$ cat src/rtl/fft32_pkg.sv
// Shared definitions for the 32-point 4x4x2 DIF FFT sequencer.
// Holds the frame length, address width, the phase encoding, per-stage
// butterfly counts and the digit-reversal used to unload in natural order.
package fft32_pkg;

  localparam int N_PTS  = 32;
  localparam int ADDR_W = 5;
  // Wide enough to count 0..32 (unload reaches 32 after the last read).
  localparam int CNT_W  = 6;

  localparam int C0_OPS = 8;
  localparam int C1_OPS = 8;
  localparam int C2_OPS = 16;

  typedef enum logic [2:0] {
    IDLE   = 3'd0,
    LOAD   = 3'd1,
    C0     = 3'd2,
    C1     = 3'd3,
    C2     = 3'd4,
    UNLOAD = 3'd5
  } state_t;

  // Memory location of frequency bin k after the in-place 4x4x2 DIF:
  // (k%4)*8 + ((k/4)%4)*2 + k/16.
  function automatic logic [ADDR_W-1:0] digit_rev(input logic [ADDR_W-1:0] k);
    return {k[1:0], k[3:2], k[4]};
  endfunction

  // Number of butterflies issued in a compute stage (0 outside compute).
  function automatic logic [CNT_W-1:0] stage_ops(input state_t st);
    case (st)
      C0:      return CNT_W'(C0_OPS);
      C1:      return CNT_W'(C1_OPS);
      C2:      return CNT_W'(C2_OPS);
      default: return '0;
    endcase
  endfunction

endpackage

$ cat src/rtl/fft32_addr_gen.sv
// Combinational operand-address and twiddle-exponent generator.
// Ports:
//   stage     - current compute phase (C0/C1/C2; anything else yields zeros)
//   op        - butterfly index within the stage
//   bf_addr   - {a3,a2,a1,a0} operand addresses, 5 bits each
//   tw_exp    - {e3,e2,e1,e0} exponents of W32, 5 bits each
//   bf_radix2 - high for the final radix-2 stage (a2/a3/e* are zero)
module fft32_addr_gen
  import fft32_pkg::*;
(
  input  state_t      stage,
  input  logic [3:0]  op,
  output logic [19:0] bf_addr,
  output logic [19:0] tw_exp,
  output logic        bf_radix2
);

  logic [2:0]        o;
  logic [ADDR_W-1:0] c1_base;
  logic [ADDR_W-1:0] c0_addr [4];
  logic [ADDR_W-1:0] c0_exp  [4];
  logic [ADDR_W-1:0] c1_addr [4];
  logic [ADDR_W-1:0] c1_exp  [4];

  assign o       = op[2:0];
  // C1 works on groups of 8 points; pairs of ops share a group.
  assign c1_base = {o[2:1], 3'b000};

  generate
    for (genvar gi = 0; gi < 4; gi++) begin : g_lane
      // Stage 0: stride-8 groups, twiddle k*g (5-bit product wraps mod 32).
      assign c0_addr[gi] = ADDR_W'(gi * 8) + {2'b00, o};
      assign c0_exp[gi]  = ADDR_W'(gi) * {2'b00, o};
      // Stage 1: stride-2 inside each 8-point group, twiddle 4*k*j.
      assign c1_addr[gi] = c1_base + {4'b0000, o[0]} + ADDR_W'(gi * 2);
      assign c1_exp[gi]  = o[0] ? ADDR_W'(gi * 4) : '0;
    end
  endgenerate

  always_comb begin
    bf_addr   = '0;
    tw_exp    = '0;
    bf_radix2 = 1'b0;
    case (stage)
      C0: begin
        for (int k = 0; k < 4; k++) begin
          bf_addr[k*ADDR_W +: ADDR_W] = c0_addr[k];
          tw_exp[k*ADDR_W +: ADDR_W]  = c0_exp[k];
        end
      end
      C1: begin
        for (int k = 0; k < 4; k++) begin
          bf_addr[k*ADDR_W +: ADDR_W] = c1_addr[k];
          tw_exp[k*ADDR_W +: ADDR_W]  = c1_exp[k];
        end
      end
      C2: begin
        bf_addr[4:0] = {op, 1'b0};
        bf_addr[9:5] = {op, 1'b1};
        bf_radix2    = 1'b1;
      end
      default: ;
    endcase
  end

endmodule

$ cat src/rtl/fft32_r4_sequencer.sv
// Frame sequencer for the 32-point mixed-radix FFT: LOAD 32 samples,
// three compute stages of butterfly issues, then UNLOAD in bin order.
// Ports:
//   clk, rst_n                      - clock, synchronous active-low reset
//   in_valid/in_ready, wr_en/wr_addr - sample load handshake and memory write
//   bf_valid/bf_ready, bf_addr, bf_radix2, tw_exp - butterfly issue
//   wb_valid                        - one outstanding butterfly written back
//   out_ready, rd_en/rd_addr        - unload read request
//   out_valid, out_index, out_last  - read data qualifier (1-cycle latency)
//   busy, frame_done                - status
module fft32_r4_sequencer
  import fft32_pkg::*;
#(
  parameter int MAX_OUTSTANDING = 4
) (
  input  logic        clk,
  input  logic        rst_n,
  input  logic        in_valid,
  output logic        in_ready,
  output logic        wr_en,
  output logic [4:0]  wr_addr,
  output logic        bf_valid,
  input  logic        bf_ready,
  output logic [19:0] bf_addr,
  output logic        bf_radix2,
  output logic [19:0] tw_exp,
  input  logic        wb_valid,
  input  logic        out_ready,
  output logic        rd_en,
  output logic [4:0]  rd_addr,
  output logic        out_valid,
  output logic [4:0]  out_index,
  output logic        out_last,
  output logic        busy,
  output logic        frame_done
);

  state_t            state_q, state_d;
  logic [CNT_W-1:0]  cnt_q, cnt_d;      // sample / op / bin counter of the phase
  logic [2:0]        outst_q, outst_d;  // issued but not written back
  logic              out_valid_q, out_valid_d;
  logic [4:0]        out_index_q, out_index_d;
  logic              out_last_q, out_last_d;
  logic              frame_done_q, frame_done_d;

  logic              compute, accept, issue, wb_take, stage_done;
  logic [CNT_W-1:0]  ops;
  logic [19:0]       gen_addr, gen_exp;
  logic              gen_r2;

  fft32_addr_gen u_addr_gen (
    .stage     (state_q),
    .op        (cnt_q[3:0]),
    .bf_addr   (gen_addr),
    .tw_exp    (gen_exp),
    .bf_radix2 (gen_r2)
  );

  // State register
  always_ff @(posedge clk) begin
    if (!rst_n) begin
      state_q      <= IDLE;
      cnt_q        <= '0;
      outst_q      <= '0;
      out_valid_q  <= 1'b0;
      out_index_q  <= '0;
      out_last_q   <= 1'b0;
      frame_done_q <= 1'b0;
    end else begin
      state_q      <= state_d;
      cnt_q        <= cnt_d;
      outst_q      <= outst_d;
      out_valid_q  <= out_valid_d;
      out_index_q  <= out_index_d;
      out_last_q   <= out_last_d;
      frame_done_q <= frame_done_d;
    end
  end

  // Output logic
  always_comb begin
    compute    = (state_q == C0) || (state_q == C1) || (state_q == C2);
    ops        = stage_ops(state_q);
    in_ready   = (state_q == IDLE) || (state_q == LOAD);
    accept     = in_ready && in_valid;
    wr_en      = accept;
    wr_addr    = accept ? cnt_q[4:0] : '0;
    bf_valid   = compute && (cnt_q < ops) && (outst_q < 3'(MAX_OUTSTANDING));
    issue      = bf_valid && bf_ready;
    // A writeback with nothing outstanding is spurious and dropped.
    wb_take    = wb_valid && (outst_q != 3'd0);
    // In-place memory: the next stage reads what this one writes, so wait
    // for every writeback before moving on.
    stage_done = compute && (cnt_q == ops) && (outst_q == 3'd0);
    bf_addr    = bf_valid ? gen_addr : '0;
    tw_exp     = bf_valid ? gen_exp : '0;
    bf_radix2  = bf_valid && gen_r2;
    rd_en      = (state_q == UNLOAD) && (cnt_q < CNT_W'(N_PTS)) && out_ready;
    rd_addr    = rd_en ? digit_rev(cnt_q[4:0]) : '0;
    out_valid  = out_valid_q;
    out_index  = out_index_q;
    out_last   = out_last_q;
    busy       = (state_q != IDLE);
    frame_done = frame_done_q;
  end

  // Next-state logic
  always_comb begin
    state_d      = state_q;
    cnt_d        = cnt_q;
    outst_d      = outst_q + {2'b00, issue} - {2'b00, wb_take};
    out_valid_d  = rd_en;
    out_index_d  = rd_en ? cnt_q[4:0] : '0;
    out_last_d   = rd_en && (cnt_q == CNT_W'(N_PTS - 1));
    frame_done_d = out_valid_q && out_last_q;
    case (state_q)
      IDLE: begin
        if (accept) begin
          state_d = LOAD;
          cnt_d   = CNT_W'(1);
        end
      end
      LOAD: begin
        if (accept) begin
          if (cnt_q == CNT_W'(N_PTS - 1)) begin
            state_d = C0;
            cnt_d   = '0;
          end else begin
            cnt_d = cnt_q + CNT_W'(1);
          end
        end
      end
      C0, C1, C2: begin
        if (stage_done) begin
          state_d = (state_q == C0) ? C1 : (state_q == C1) ? C2 : UNLOAD;
          cnt_d   = '0;
        end else if (issue) begin
          cnt_d = cnt_q + CNT_W'(1);
        end
      end
      UNLOAD: begin
        if (out_valid_q && out_last_q) begin
          state_d = IDLE;
          cnt_d   = '0;
        end else if (rd_en) begin
          cnt_d = cnt_q + CNT_W'(1);
        end
      end
      default: begin
        state_d = IDLE;
        cnt_d   = '0;
      end
    endcase
  end

endmodule

$ cat config.mk
export PLATFORM = sky130hd
export DESIGN_NAME = fft32_r4_sequencer
export DESIGN_NICKNAME = d
export VERILOG_FILES = /design/src/rtl/fft32_pkg.sv /design/src/rtl/fft32_addr_gen.sv /design/src/rtl/fft32_r4_sequencer.sv
export SDC_FILE = /design/constraint.sdc
export NUM_CORES = 1
export LEC_CHECK = 0
export BUFFER_PORTS_ARGS = -buffer_cell sky130_fd_sc_hd__buf_2
export CORE_AREA = 5 5 67 69
export DETAILED_ROUTE_END_ITERATION = 12
export DIE_AREA = 0 0 72 74
export GPL_ROUTABILITY_DRIVEN = 0
export GPL_TIMING_DRIVEN = 0
export PLACE_DENSITY_LB_ADDON = 0.2
export SLEW_MARGIN = 0
export SYNTH_ARGS = -nofsm -noshare
export SYNTH_HDL_FRONTEND = slang
export SYNTH_SLANG_ARGS = --single-unit
$ cat constraint.sdc
create_clock -name clk -period 3 [get_ports clk]
set_clock_uncertainty 0.05 [all_clocks]
set_input_delay 0.6 -clock clk [delete_from_list [all_inputs] [get_ports clk]]
set_output_delay 0.6 -clock clk [all_outputs]
set_load 0.01 [all_outputs]
==> impl_results.md <==
* Post-synthesis register bit count at 20
* Fmax at 0.3468 GHz
* H-tree depth at 1
* Die width at 72 um
* Max IR drop VDD at 431.2 uV
* Type of element capturing the critical path: primary output
* Total track usage at 18.05%
* CTS tree: done
* Final-stage net count at 299
* Syn Area/Cell at 7.567 um^2
* Cells on worst reg2reg path at 13
* Max-Cap Viols at 0
* CTS max path bufs at 2
* Hold Vio Cnt, Final at 0
* Initial antenna violation count at 0
* Hold Crit Class: flip-flop to flip-flop
* Total CTS buffers at 3
* Layout cells sized above 1 at 40.78%
* Tmin final at 2.884 ns
* Worst-margin pin slew at 0.6379 ns
* Reg2Reg Setup Slack at 0.14 ns
* Clock Latency Late Sink at 0.26 ns
* Global-route wire length before repair at 7638 um
* Hold bufs inserted after CTS at 0
* Crit start category: flip-flop
* Worst-path clk slew at 0.07 ns
* Clk root buf: clkbuf_8
* Vias per cell at 5.193
* Share of the synthesized area in the top cell type at 25.44%
* Number of synthesized flops with an enable pin at 0
* Worst setup path start: state_q[2]
* Synth top area cells: dfxtp_1, buf_4, ha_1
* 1st-pass router iterations at 4
* Cell taking the most area after synthesis: dfxtp_1
* Post-synthesis cell type count at 45
* Die area at 5328 um^2
* Per-cell routed wire length at 14.42 um
* CP Max Fanout at 10
* Diodes inserted at 0
* Core region area at 3856 um^2
* Mapped cell area at 1574 um^2
* Vias in the first global route at 1585
* Ports at 70
* Initial DRC count at 112
* Setup TNS at 0 ns
* Reg2reg start: state_q[0]
* Routed vias at 1724
* Kind of critical path: flip-flop to primary output
* Die H at 74 um
* Final wirelength at 4789 um
* Top cells by count, synth: dfxtp_1, buf_4, inv_1, nand2_1, and3_1
* Worst rel slew slack at 57.15%
* Leakage at 1.134 nW
* Asr flop ratio synth at 0%
* Max-slew violations at 0
* Cell Count, Final, Fillers Out at 332
* Syn Inst Count at 208
* Critical path arrival at 2.23 ns
* Final period utilization at 96.13%
* Number of nets with antenna violations after routing at 0
* CP endpoint: bf_addr[9]
* Reg2reg end: outst_q[2]
* Pin count of the biggest net entering global routing at 12
* Post-synthesis sequential area ratio at 25.44%
* Final setup vio count at 0
* Clock Sinks at 20
* Placed insts at 325
* Synth-to-layout area growth at 37.20%
* Post-DP HPWL at 3657 um
* PwrDens at 429.0 nW/um^2
* Synthesis Warnings at 0
* # port buffers at 59
* CP required at 2.35 ns
* Remaining Overflow, GRT at 0
* Number of remaining DRC errors at 0
* FP Rows at 23
* Synth Flop Type: dfxtp_1
* Top-count cell post-synth: dfxtp_1
* Initial core utilization at 40.82%
* Status: completed
where the power goes:
part           total, mW  switching (mW)  internal, mW
clock              0.205          0.0881         0.117
combinational      0.402           0.224         0.178
sequential         0.320          0.0289         0.291
cell usage in the layout, fill, tap and decap left out, types with 4 or more instances in the layout:
master,n
nand2_1,14
dfxtp_1,17
and3_1,13
nand3_1,9
nand2b_1,5
buf_4,23
ha_1,5
a21oi_1,9
inv_1,14
clkbuf_8,4
conb_1,9
nor2_1,9
o21ai_0,5
buf_2,59
clkbuf_1,7
nor4_1,6
and2_1,7
registers in the layout, indices dropped and copies added, names as in the netlist:
register	count
cnt_q	6
outst_q	3
out_valid	1
out_index	5
frame_done	1
out_last	1
state_q	3
timing repair:
| item | in CTS | in global routing |
|---|---|---|
| resized for setup | 9 | 15 |
| pin swaps | 2 | 9 |
| endpoints found under the setup margin | 28 | 29 |
| setup buffers | 2 | 2 |
| hold endpoints to repair | 0 | 0 |
cell type report:
class	count	area, um^2
multi-input combinational	150	1070
sequential	20	404.1
buffer	29	182.7
timing repair buffer	63	325.3
inverter	16	60.06
tap	50	62.56
fill	403	1697
clock buffer	4	55.05
per-layer routing:
layer  global-route usage, %  wire length (um)
met5                       0                 0
met4                   5.010                64
met3                   3.243               446
met2                   30.51              2239
met1                   23.78              2040
worst max-delay path, stage by stage (launching register included):
cell      delay, ns
dfxtp_2        0.33
clkbuf_2       0.21
nand2b_4       0.21
inv_2          0.08
ha_1           0.19
nand2b_4       0.15
nand2_2        0.13
buf_4          0.16
nor2_2         0.05
a32o_1         0.21
buf_4          0.13
buf_2          0.13
worst min-delay path by stage:
stage	start	slack [ns]	cells after the start	end
global placement	out_last	0.46	1	frame_done
floorplan	cnt_q[3]	0.47	1	out_index[3]
detailed placement	out_last	0.46	1	frame_done
CTS	out_last	0.47	1	frame_done
global route	out_last	0.50	1	frame_done
finish	out_last	0.47	1	frame_done
cells by family after synthesis:
kind of cell / count (synthesis) / share of synthesized area, %
mux: 1 / 0.7154
xor+xnor: 3 / 1.670
simple gates: 87 / 30.05
flops: 20 / 25.44
compound gates: 40 / 17.49
other cells: 1 / 0.2382
buf+inv: 46 / 15.50
fa+ha+maj: 10 / 8.903
stage by stage:
stage	hold slack [ns]	area [um^2]	utilization, %	setup slack (ns)	power (mW)
after floorplan	0.4695	1645	-	0.03258	0.5918
after CTS	0.4742	2105	54.57	-0.02640	0.8906
after global placement	0.4594	2003	51.95	-0.2030	0.6716
after detailed placement	0.4610	2003	51.95	-0.2334	0.6759
after global routing	0.5024	2160	56.00	-0.00008038	0.9901
final	0.4728	2160	56.00	0.1161	0.9264
(Power assumes the default switching activity.)
